`src/rtl/mips_ctr_pkg.sv`:
```
// Shared encodings for the multi-cycle MIPS controller:
// opcodes, FSM states, ALU/mux select codes and the control bundle.
package mips_ctr_pkg;

  localparam logic [5:0] OP_R    = 6'b000000;
  localparam logic [5:0] OP_LW   = 6'b100011;
  localparam logic [5:0] OP_SW   = 6'b101011;
  localparam logic [5:0] OP_BEQ  = 6'b000100;
  localparam logic [5:0] OP_J    = 6'b000010;
  localparam logic [5:0] OP_ADDI = 6'b001000;

  typedef enum logic [3:0] {
    S_FETCH  = 4'd0,
    S_DECODE = 4'd1,
    S_MEMADR = 4'd2,
    S_MEMRD  = 4'd3,
    S_MEMWB  = 4'd4,
    S_MEMWR  = 4'd5,
    S_EXEC   = 4'd6,
    S_RWB    = 4'd7,
    S_BRANCH = 4'd8,
    S_JUMP   = 4'd9,
    S_ADDIEX = 4'd10,
    S_ADDIWB = 4'd11
  } state_t;

  localparam logic [1:0] ALU_ADD   = 2'b00;
  localparam logic [1:0] ALU_SUB   = 2'b01;
  localparam logic [1:0] ALU_FUNCT = 2'b10;

  localparam logic [1:0] SRCB_B    = 2'b00;
  localparam logic [1:0] SRCB_FOUR = 2'b01;
  localparam logic [1:0] SRCB_SE   = 2'b10;
  localparam logic [1:0] SRCB_SESH = 2'b11;

  localparam logic [1:0] PCS_ALU    = 2'b00;
  localparam logic [1:0] PCS_ALUOUT = 2'b01;
  localparam logic [1:0] PCS_JUMP   = 2'b10;

  typedef struct packed {
    logic       pc_write;
    logic       pc_write_cond;
    logic       ior_d;
    logic       mem_read;
    logic       mem_write;
    logic       ir_write;
    logic       mem_to_reg;
    logic       reg_dst;
    logic       reg_write;
    logic       alu_src_a;
    logic [1:0] alu_src_b;
    logic [1:0] alu_op;
    logic [1:0] pc_source;
  } ctl_t;

  function automatic logic op_legal(input logic [5:0] op);
    return (op == OP_R)   || (op == OP_LW)  ||
           (op == OP_SW)  || (op == OP_BEQ) ||
           (op == OP_J)   || (op == OP_ADDI);
  endfunction

endpackage

```
`src/rtl/multicycle_out_dec.sv`:
```
// Moore output decode: state (+ mem_ready in FETCH) to control bundle.
// Ports: state in, mem_ready in, ctl out (all unlisted fields are 0).
module multicycle_out_dec
  import mips_ctr_pkg::*;
(
  input  state_t state,
  input  logic   mem_ready,
  output ctl_t   ctl
);

  always_comb begin
    ctl = '0;
    unique case (state)
      S_FETCH: begin
        ctl.mem_read  = 1'b1;
        ctl.alu_src_b = SRCB_FOUR;
        ctl.alu_op    = ALU_ADD;
        ctl.pc_source = PCS_ALU;
        // IR and PC+4 commit only when the fetch read lands
        ctl.ir_write  = mem_ready;
        ctl.pc_write  = mem_ready;
      end
      S_DECODE: begin
        ctl.alu_src_b = SRCB_SESH;
        ctl.alu_op    = ALU_ADD;
      end
      S_MEMADR, S_ADDIEX: begin
        ctl.alu_src_a = 1'b1;
        ctl.alu_src_b = SRCB_SE;
        ctl.alu_op    = ALU_ADD;
      end
      S_MEMRD: begin
        ctl.mem_read = 1'b1;
        ctl.ior_d    = 1'b1;
      end
      S_MEMWR: begin
        ctl.mem_write = 1'b1;
        ctl.ior_d     = 1'b1;
      end
      S_MEMWB: begin
        ctl.reg_write  = 1'b1;
        ctl.mem_to_reg = 1'b1;
      end
      S_EXEC: begin
        ctl.alu_src_a = 1'b1;
        ctl.alu_src_b = SRCB_B;
        ctl.alu_op    = ALU_FUNCT;
      end
      S_RWB: begin
        ctl.reg_write = 1'b1;
        ctl.reg_dst   = 1'b1;
      end
      S_ADDIWB: begin
        ctl.reg_write = 1'b1;
      end
      S_BRANCH: begin
        ctl.alu_src_a     = 1'b1;
        ctl.alu_src_b     = SRCB_B;
        ctl.alu_op        = ALU_SUB;
        ctl.pc_write_cond = 1'b1;
        ctl.pc_source     = PCS_ALUOUT;
      end
      S_JUMP: begin
        ctl.pc_write  = 1'b1;
        ctl.pc_source = PCS_JUMP;
      end
      default: ctl = '0;
    endcase
  end

endmodule

```
`src/rtl/multicycle_ctr.sv`:
```
// Multi-cycle MIPS main control FSM: state register, next state,
// retired-instruction counter; outputs decoded by multicycle_out_dec.
// Ports: clk, reset (async high), opCode, memReady in; datapath
// enables/selects, illegalOp, instrCount, state out.
module multicycle_ctr
  import mips_ctr_pkg::*;
#(
  parameter int CNT_W = 32
) (
  input  logic             clk,
  input  logic             reset,
  input  logic [5:0]       opCode,
  input  logic             memReady,
  output logic             pcWrite,
  output logic             pcWriteCond,
  output logic             iorD,
  output logic             memRead,
  output logic             memWrite,
  output logic             irWrite,
  output logic             memToReg,
  output logic             regDst,
  output logic             regWrite,
  output logic             aluSrcA,
  output logic [1:0]       aluSrcB,
  output logic [1:0]       aluOp,
  output logic [1:0]       pcSource,
  output logic             illegalOp,
  output logic [CNT_W-1:0] instrCount,
  output logic [3:0]       state
);

  state_t           cur;
  state_t           nxt;
  logic             retire;
  logic [CNT_W-1:0] cnt;
  ctl_t             ctl;

  always_comb begin
    nxt    = cur;
    retire = 1'b0;
    unique case (cur)
      S_FETCH: if (memReady) nxt = S_DECODE;
      S_DECODE: begin
        unique case (opCode)
          OP_LW, OP_SW: nxt = S_MEMADR;
          OP_R:         nxt = S_EXEC;
          OP_BEQ:       nxt = S_BRANCH;
          OP_J:         nxt = S_JUMP;
          OP_ADDI:      nxt = S_ADDIEX;
          default:      nxt = S_FETCH;
        endcase
      end
      S_MEMADR: nxt = (opCode == OP_LW) ? S_MEMRD : S_MEMWR;
      S_MEMRD:  if (memReady) nxt = S_MEMWB;
      S_MEMWR: begin
        if (memReady) begin
          nxt    = S_FETCH;
          retire = 1'b1;
        end
      end
      S_EXEC:   nxt = S_RWB;
      S_ADDIEX: nxt = S_ADDIWB;
      S_MEMWB, S_RWB, S_ADDIWB, S_BRANCH, S_JUMP: begin
        nxt    = S_FETCH;
        retire = 1'b1;
      end
      default: nxt = S_FETCH;
    endcase
  end

  always_ff @(posedge clk or posedge reset) begin
    if (reset) begin
      cur <= S_FETCH;
      cnt <= '0;
    end else begin
      cur <= nxt;
      if (retire) cnt <= cnt + CNT_W'(1);
    end
  end

  multicycle_out_dec u_dec (
    .state     (cur),
    .mem_ready (memReady),
    .ctl       (ctl)
  );

  // write strobes are held off for the whole reset window
  assign pcWrite     = ctl.pc_write  & ~reset;
  assign irWrite     = ctl.ir_write  & ~reset;
  assign regWrite    = ctl.reg_write & ~reset;
  assign memWrite    = ctl.mem_write & ~reset;
  assign pcWriteCond = ctl.pc_write_cond;
  assign iorD        = ctl.ior_d;
  assign memRead     = ctl.mem_read;
  assign memToReg    = ctl.mem_to_reg;
  assign regDst      = ctl.reg_dst;
  assign aluSrcA     = ctl.alu_src_a;
  assign aluSrcB     = ctl.alu_src_b;
  assign aluOp       = ctl.alu_op;
  assign pcSource    = ctl.pc_source;

  assign illegalOp  = (cur == S_DECODE) && !op_legal(opCode);
  assign instrCount = cnt;
  assign state      = cur;

endmodule

```
`config.mk`:
```
export PLATFORM = sky130hd
export DESIGN_NAME = multicycle_ctr
export DESIGN_NICKNAME = d
export VERILOG_FILES = /design/src/rtl/mips_ctr_pkg.sv /design/src/rtl/multicycle_out_dec.sv /design/src/rtl/multicycle_ctr.sv
export SDC_FILE = /design/constraint.sdc
export NUM_CORES = 1
export LEC_CHECK = 0
export BUFFER_PORTS_ARGS = -buffer_cell sky130_fd_sc_hd__buf_2
export CAP_MARGIN = 30
export CELL_PAD_IN_SITES_DETAIL_PLACEMENT = 1
export CELL_PAD_IN_SITES_GLOBAL_PLACEMENT = 1
export CORE_AREA = 4 4 82 84
export CTS_CLUSTER_SIZE = 40
export DETAILED_ROUTE_END_ITERATION = 8
export DIE_AREA = 0 0 86 88
export GPL_ROUTABILITY_DRIVEN = 0
export PLACE_DENSITY_LB_ADDON = 0.3
export SYNTH_ARGS = -nofsm -noshare
export SYNTH_HDL_FRONTEND = slang
export SYNTH_SLANG_ARGS = --single-unit
```
`constraint.sdc`:
```
create_clock -name clk -period 2 [get_ports clk]
set_input_delay 0.3 -clock clk [delete_from_list [all_inputs] [get_ports clk]]
set_output_delay 0.3 -clock clk [all_outputs]
set_load 0.005 [all_outputs]
```
---- Word-level counts from Yosys, hierarchy flattened ----
Index checks and enable logic that the tools add are counted.
storage, ports and cells
  memory bits (writable) .................. 0
  flip-flop bits (word level) ............. 36
  logic and storage cells ................. 64
  ROM bits ................................ 0
  memories kept ........................... 0
  output and inout bits ................... 53
  bits of input ports ..................... 9
  latch bits .............................. 0
cells by class
  order comparisons ....................... 0
  reduce and logical (&&, ||, !) cells .... 17
  multipliers ............................. 0
  $add $sub $neg .......................... 1
  equality and inequality tests ........... 19
  mux-type cells .......................... 20
  shifts and indexed selects .............. 0
  divide/modulo/power cells ............... 0
  bitwise gates (word level) .............. 5
operators with widths
  cell                                                 number
  one-hot mux 4 bit (5 select lines)                   2
  adder 32 x 1 -> 32 bit, second input constant        1
  one-hot mux 4 bit (7 select lines)                   1
  equality test 4 x 3 -> 1 bit, second input constant  4
  equality test 4 bit, second input constant           4
  equality test 6 bit, second input constant           2
  2-to-1 mux 4 bit                                     3
  2-to-1 mux 1 bit                                     10
  equality test 4 x 2 -> 1 bit, second input constant  2
  OR reduction 2 bit                                   4
  equality test 6 x 2 -> 1 bit, second input constant  1
  equality test 6 x 3 -> 1 bit, second input constant  1
  equality test 6 x 4 -> 1 bit, second input constant  1
  zero test 6 bit                                      1
  inequality test 2 bit, second input constant         3
  logical OR 1 bit                                     5
  OR reduction 5 bit                                   1
  AND 1 bit                                            4
  equality test 4 x 1 -> 1 bit, second input constant  1
  zero test 4 bit                                      1
  one-hot mux 1 bit (2 select lines)                   2
  one-hot mux 2 bit (2 select lines)                   1
  OR reduction 4 bit                                   1
  2-to-1 mux 3 bit                                     1
  5 further kinds                                      5

---- Logic depth before layout (Yosys ltp) ----
Gate-level depths: netlist (run 1).
  word-level depth ........................ 8
  gate-level depth with buffers ........... 8
  mapped depth without buffers ............ 6

---- Hierarchy ----
Synthesis (run 1) repeated with hierarchy kept, for this count alone.
unflattened totals
  cell total of the unflattened synthesis .. 216
  area total of the unflattened synthesis .. 2075.7 um^2
modules (own cells, without submodules)
  module              cells each  sequential area each (um^2)  area an instance (um^2)  instances
  multicycle_ctr      184         900.9                        1871.8                   1
  multicycle_out_dec  32          0.0                          203.9                    1

---- Worst setup path before layout (run 1) ----
OpenSTA, ideal clock, no wires.
  path kind ............................... register -> register
  start ................................... reg cur[1] (netlist: state[1])
  end ..................................... reg cnt[6] (netlist: instrCount[6])
  slack ................................... 0.256 ns
  stages on the path, launching flop included .. 9
  buffers on the path ..................... 3
  library setup time ...................... 0.124 ns
  data required time ...................... 1.876 ns
  arrival ................................. 1.621 ns
  clock period less this slack ............ 1.744 ns
  cells stage by stage .................... dfrtp_1 -> buf_6 -> nor2b_4 -> buf_6 -> or3_1 -> nor2b_1 -> buf_2 -> nand4_1 -> xnor2_1
on the way
  cells in the longest elaborated chain, start to end .. 3
  elaborated cells on any way between the ends .. 8
  those cells by class .................... eq/ne: 6; mux: 1; reduce/logical: 1
ends and longest elaborated chain
  element                                                              line                  source
  start, declared                                                      multicycle_ctr.sv:32  state_t cur;
  start signal, assigned                                               multicycle_ctr.sv:76  cur <= nxt;
  equality test 4 x 3 -> 1 bit or equality test 4 bit (tied branches)  multicycle_ctr.sv:41  unique case (cur)
  OR reduction 5 bit                                                   multicycle_ctr.sv:41
  one-hot mux 1 bit (2 select lines) (*)                               multicycle_ctr.sv:41
  end signal, assigned                                                 multicycle_ctr.sv:77  if (retire) cnt <= cnt + CNT_W'(1);
  end, declared                                                        multicycle_ctr.sv:35  logic [CNT_W-1:0] cnt;
Mark *: on every way between the ends. The rest lies on a longest branch, timed or not.
A chain may end at the register's enable or synchronous reset.

---- Final worst setup path (run 1) ----
  start ................................... reg cur[3] (netlist: state[3])
  end ..................................... out aluSrcA
on the way
  cells in the longest elaborated chain, start to end .. 3
  elaborated cells on any way between the ends .. 6
  those cells by class .................... eq/ne: 4; mux: 1; reduce/logical: 1
ends and longest elaborated chain
  element                                                     line                      source
  equality test 4 x 2 -> 1 bit, or another cell as far along  multicycle_out_dec.sv:13  unique case (state)
  OR reduction 4 bit (no line) (*)                            n/a
  2-to-1 mux 1 bit (*)                                        multicycle_out_dec.sv:13
  end, declared                                               multicycle_ctr.sv:23      output logic aluSrcA,
Marked as above.

==> impl_metrics.ini, run 1 <==
[setup_path]
path_class = flip-flop to output pin
slowest_delay_ns = 0.44
end_kind = output pin
critPathSlowestCell = dfrtp_1
worst_ep_arrival_time_ns = 1.61
path_buf_inv = 3
reg2regPathDepth = 5
critPathTopFamily = buffers and inverters
crit_start = state[3]$_DFFE_PP0P_
cp_max_fo = 16
reg2reg_slack_ns = 0.18
critPathLaunchType = flip-flop
timing.rr.start = instrCount[10]$_DFFE_PP0P_
r2r_end = instrCount[27]$_DFFE_PP0P_
path_cells = buf_4 -> inv_1 -> nand2_1 -> a21oi_1 -> buf_2
worst_ep_required_time_ns = 1.70

[global_routing]
grt_antenna_before_repair = 0
track_usage_pct = 15.91
grt.overflow.total = 0
grt_first_pass_wirelength_mm = 9.625
grt_pass1_vias = 1938
grt_max_degree = 37

[timing]
fin_crit_sh_pct = 95.74
setup_viol = 0
rsz0062_at_grt = yes
fmax_mhz = 522.2
drv_slew = 0
worst_pin_slew_ns = 0.4781
hold_viol_final = 0
maxSlewHeadroom_pct = 68.12
period_minus_slack_ns = 1.915
skew_ns = 0.008117

[detailed_routing]
vias = 1873
wl_per_cell_um = 15.83
drc_errors = 0
via_per_inst = 5.188
firstDrtPassIters = 4
wirelength_mm = 5.716
drt_iter0_drc = 16
ant_nets = 0

[finish]
nFillCells = 702
fin_area_um2 = 2585
antennaDiodeCount = 0
drive_gt1_share_pct = 32.87
fin_cells = 361
nNetsFinal = 295
syn2layout_area_growth_pct = 25.59

[floorplan]
coreArea_um2 = 5921
dieArea_um2 = 7568
initial_core_util_pct = 34.76
pin_count = 62
die_h_um = 88
rows = 28
fp.dieW_um = 86

[power]
peakVddDrop_uv = 320.4
power.leakage_nw = 1.302
p_per_area_nw_per_um2 = 639.5

[synth]
syn_avg_cell_area_um2 = 9.398
synthFlopType = dfrtp_1
yosysWarnings = 0
yosysUniqueCellTypes = 41
synth_nets = 229
synth_largest_area_cell = dfrtp_1
synth_seq_area_share_pct = 43.77
synthTopCellsByArea = dfrtp_1 44%, xnor2_1 8.5%, xor2_1 5.5%, nand3_1 4.1%, nand2_1 3.5%
synthTopCellsByCount = 36 x dfrtp_1, 20 x xnor2_1, 19 x nand2_1, 18 x nor2_1, 17 x nand3_1
netlist_area_um2 = 2058
ys_ff_latch = 36
synthArstFlopShare_pct = 100.0
synth_edf_count = 0
yosysTopAreaCellShare_pct = 43.77
synth.most_common_cell = dfrtp_1
synth_cells = 219

[clocking]
clock_latency_ns = 0.28
cts.sinks = 36
htreeDepth = 2
cts_tree = built
clk_pin_slew_ns = 0.07
cts_made_buffers = 5
clk_path_buf_depth = 2
clock_tree.root_cell = clkbuf_8

[place]
place_inst = 352
placedInstanceArea_um2 = 2456
io_buffers = 61
dp_hpwl_mm = 4.278

[run_status]
status = finished, final reports clean

[run]
cap_violations = 0

[hold_path]
hp-class = input pin to async pin
[worst max-delay path by stage]
stage,end,slack (ns),cells past startpoint
after floorplan,instrCount[6]$_DFFE_PP0P_,0.26,8
after global placement,instrCount[24]$_DFFE_PP0P_,0.22,5
after detailed placement,instrCount[28]$_DFFE_PP0P_,0.14,5
after CTS,regWrite,0.03,6
after global routing,aluSrcA,-0.04,5
final,aluSrcA,0.09,5
[cells by family (layout without fill, tap and decap cells)]
group	count (synthesis)	in the layout	synth area share (%)
xor gates and xnor gates	33	33	14.04
AOI/OAI and AO/OA	23	23	6.870
adders and majority gates	1	1	0.6078
DFF	36	36	43.77
muxes	1	1	0.5471
buffers and inverters	19	86	4.620
and+or+nand+nor	106	106	29.54
[area by class of cell]
class                      count  area, um^2  area share [%]
sequential                    36       900.9           34.85
multi-input combinational    164        1091           42.21
clock inverter                 2       10.01          0.3872
tap                           75       93.84           3.630
timing repair buffer          71       380.4           14.71
clock buffer                   6       82.58           3.195
inverter                       7       26.28           1.016
[timing repair]
action / 4_1_cts / 5_1_grt
setup buffers: 0 / 1
gates resized for setup: 1 / 4
hold buffers: 0 / 0
endpoints found under the setup margin: 1 / 11
pin swaps: 0 / 1
[layout by cell type, fill, tap and decap left out, drive strengths merged, types with 7 or more instances in the layout]
master | Yosys | final
nor4 | 8 | 8
nor3 | 15 | 15
dfrtp | 36 | 36
inv | 7 | 7
nand3 | 17 | 17
a21oi | 8 | 8
xor2 | 13 | 13
buf | 9 | 71
xnor2 | 20 | 20
nand2 | 19 | 19
o21ai | 7 | 7
nor2 | 18 | 18
[stage by stage]
| stage | hold WS, ns | util, % | setup slack [ns] | power, mW | setup TNS (ns) |
|---|---|---|---|---|---|
| 2_1_floorplan | 0.4647 | - | 0.2555 | 0.9976 | 0 |
| 3_3_place_gp | 0.4655 | 41.48 | 0.2245 | 1.124 | 0 |
| 3_5_place_dp | 0.4716 | 41.48 | 0.1366 | 1.130 | 0 |
| 4_1_cts | 0.1650 | 43.09 | 0.03333 | 1.678 | 0 |
| 5_1_grt | 0.2049 | 43.66 | -0.04074 | 1.765 | -0.08061 |
| 6_report | 0.1503 | 43.66 | 0.08515 | 1.653 | 0 |
[report_power, final]
| part | total, mW | internal [mW] | switching (mW) |
|---|---|---|---|
| Combinational | 0.285 | 0.137 | 0.148 |
| Sequential | 0.828 | 0.769 | 0.0593 |
| Clock | 0.540 | 0.275 | 0.265 |
| Total | 1.65 | 1.18 | 0.472 |
[worst min-delay path: cells and delay by family]
family | cells | cell delay (ns)
buffers and inverters | 3 | 0.57
[per-layer routing]
metal,part of all wire (%),vias up,track usage (%)
met5,0,-,0
met4,1.1,0,3.885
li1,-,893,-
met2,50,47,27.26
met3,4.4,6,3.104
met1,45,927,20.67
[sequential cells by signal, indices dropped and copies added (netlist names)]
name / count
state: 4
instrCount: 32
Note: power is estimated with default switching activity, not from simulation.
==> inputs of run 2 (changes only) <==
--- a/config.mk
+++ b/config.mk
@@ -9,10 +9,10 @@
 export CAP_MARGIN = 30
 export CELL_PAD_IN_SITES_DETAIL_PLACEMENT = 1
 export CELL_PAD_IN_SITES_GLOBAL_PLACEMENT = 1
-export CORE_AREA = 4 4 82 84
+export CORE_AREA = 4 4 91 76
 export CTS_CLUSTER_SIZE = 40
 export DETAILED_ROUTE_END_ITERATION = 8
-export DIE_AREA = 0 0 86 88
+export DIE_AREA = 0 0 95 80
 export GPL_ROUTABILITY_DRIVEN = 0
 export PLACE_DENSITY_LB_ADDON = 0.3
 export SYNTH_ARGS = -nofsm -noshare
==> impl_metrics.ini, run 2 (synthesis gave the netlist of run 1 again) <==
[detailed_routing]
drc_errors = 0
ant_nets = 0
wirelength_mm = 5.485
firstDrtPassIters = 4
drt_iter0_drc = 61
via_per_inst = 4.959
vias = 1830
wl_per_cell_um = 14.86

[finish]
nNetsFinal = 298
fin_area_um2 = 2601
final_util_pct = 44.23
largest_register_ffs = 32
syn2layout_area_growth_pct = 26.38
drive_gt1_share_pct = 33.33
final_cell_mix = 61 x buf_2, 36 x dfrtp_1, 20 x xnor2_1, 19 x nand2_1, 18 x nor2_1
final_common_cell = buf_2
antennaDiodeCount = 0

[global_routing]
grt_max_degree = 37
grt_antenna_before_repair = 0
track_usage_pct = 15.33
grt.overflow.total = 0
grt_first_pass_wirelength_mm = 9.266
grt_pass1_vias = 1890

[floorplan]
rows = 25
fp.dieW_um = 95
coreArea_um2 = 5881
die_h_um = 80
initial_core_util_pct = 35.00
pin_count = 62
dieArea_um2 = 7600

[clocking]
clk_pin_slew_ns = 0.07
cts_tree = built
cts.sinks = 36
clock_tree.root_cell = clkbuf_8
cts_made_buffers = 5
htreeDepth = 2
clk_path_buf_depth = 2
clock_latency_ns = 0.29

[setup_path]
critPathTopFamily = buffers and inverters
path_buf_inv = 3
critPathSlowestCell = dfrtp_1
path_cells = buf_4 -> clkinvlp_4 -> nor4_1 -> buf_2
worst_ep_required_time_ns = 1.70
path_class = flip-flop to output pin
critPathLaunchType = flip-flop
end_kind = output pin
slowest_delay_ns = 0.40
worst_ep_arrival_time_ns = 1.54
cp_max_fo = 10

[power]
power.leakage_nw = 1.299
peakVddDrop_uv = 343.0
p_per_area_nw_per_um2 = 644.2

[timing]
fin_crit_sh_pct = 92.06
hold_viol_final = 0
fmax_mhz = 543.1
period_minus_slack_ns = 1.841
skew_ns = 0.002728
maxSlewHeadroom_pct = 66.88
worst_pin_slew_ns = 0.4949
drv_slew = 0
setup_viol = 0

[place]
placedInstanceArea_um2 = 2486
dp_hpwl_mm = 4.188
io_buffers = 61

[run]
cap_violations = 0

[hold_path]
hp-class = input pin to async pin

[run_status]
status = finished, final reports clean
[run 2: changes by cell type in the layout (fill, tap and decap cells not counted), sizes merged]
cell / before / now
buf: 71 / 74
clkinv: 2 / 0
clkbuf: 6 / 7
clkinvlp: 0 / 1
inv: 7 / 6
[run 2: stage by stage]
step	cells	worst slack (ns)	setup TNS [ns]	total power [mW]	hold slack [ns]
finish	369	0.1588	0	1.676	0.1396
global route	369	-0.01355	-0.01355	1.779	0.1819
CTS	368	0.08016	0	1.697	0.1523
detailed placement	361	0.1827	0	1.129	0.4658
global placement	361	0.2632	0	1.124	0.4635
floorplan	219	0.2555	0	0.9976	0.4647
[run 2: final timing paths]
kind | start | to | slack [ns] | depth (start not counted)
setup / recovery | state[3]$_DFFE_PP0P_ | pcWriteCond | 0.16 | 4
hold / removal | reset | instrCount[28]$_DFFE_PP0P_ | 0.14 | 3
setup reg to reg | instrCount[0]$_DFFE_PP0P_ | instrCount[12]$_DFFE_PP0P_ | 0.22 | 7
hold reg to reg | instrCount[31]$_DFFE_PP0P_ | instrCount[31]$_DFFE_PP0P_ | 0.48 | 1
max in group asynchronous | reset | instrCount[26]$_DFFE_PP0P_ | 1.53 | 3
min in group clk | opCode[4] | state[1]$_DFFE_PP0P_ | 0.43 | 3
[run 2: area by class of cell]
| cell class | instances | area, um^2 |
|---|---|---|
| Fill cell | 729 | 3279 |
| Multi-Input combinational cell | 164 | 1070 |
| Sequential cell | 36 | 900.9 |
| Timing Repair Buffer | 74 | 402.9 |
| Tap cell | 81 | 101.3 |
| Clock buffer | 7 | 96.34 |
| Inverter | 7 | 30.03 |
[run 2: per-layer routing]
layer	GRT usage [%]	wire length, um	up-vias
li1	-	-	893
met1	20.41	2607	897
met2	24.28	2596	36
met3	5.184	262	4
met4	2.882	18	0
met5	0	0	-
[run 2: what timing repair did]
| item | in CTS | in global routing |
|---|---|---|
| setup endpoints to repair | 0 | 5 |
| gates resized for setup | 0 | 3 |
| hold buffers | 0 | 0 |
| hold endpoints to repair | 0 | 0 |
| buffers inserted | 0 | 1 |
[run 2: where the power goes]
group / switching [mW] / internal [mW] / leakage [nW] / total [mW]
logic: 0.154 / 0.140 / 0.769 / 0.294
clock network: 0.249 / 0.306 / 0.0503 / 0.555
registers: 0.0563 / 0.770 / 0.480 / 0.826
total: 0.459 / 1.22 / 1.30 / 1.68
[run 2: worst reg2reg max path, delay by kind of cell (launching register included)]
kind / cells / cell delay [ns]
AND/OR/NAND/NOR: 4 / 0.71
flip-flops: 1 / 0.42
buffers and inverters: 1 / 0.17
XOR/XNOR: 1 / 0.15
adder cells (fa/ha/maj): 1 / 0.21
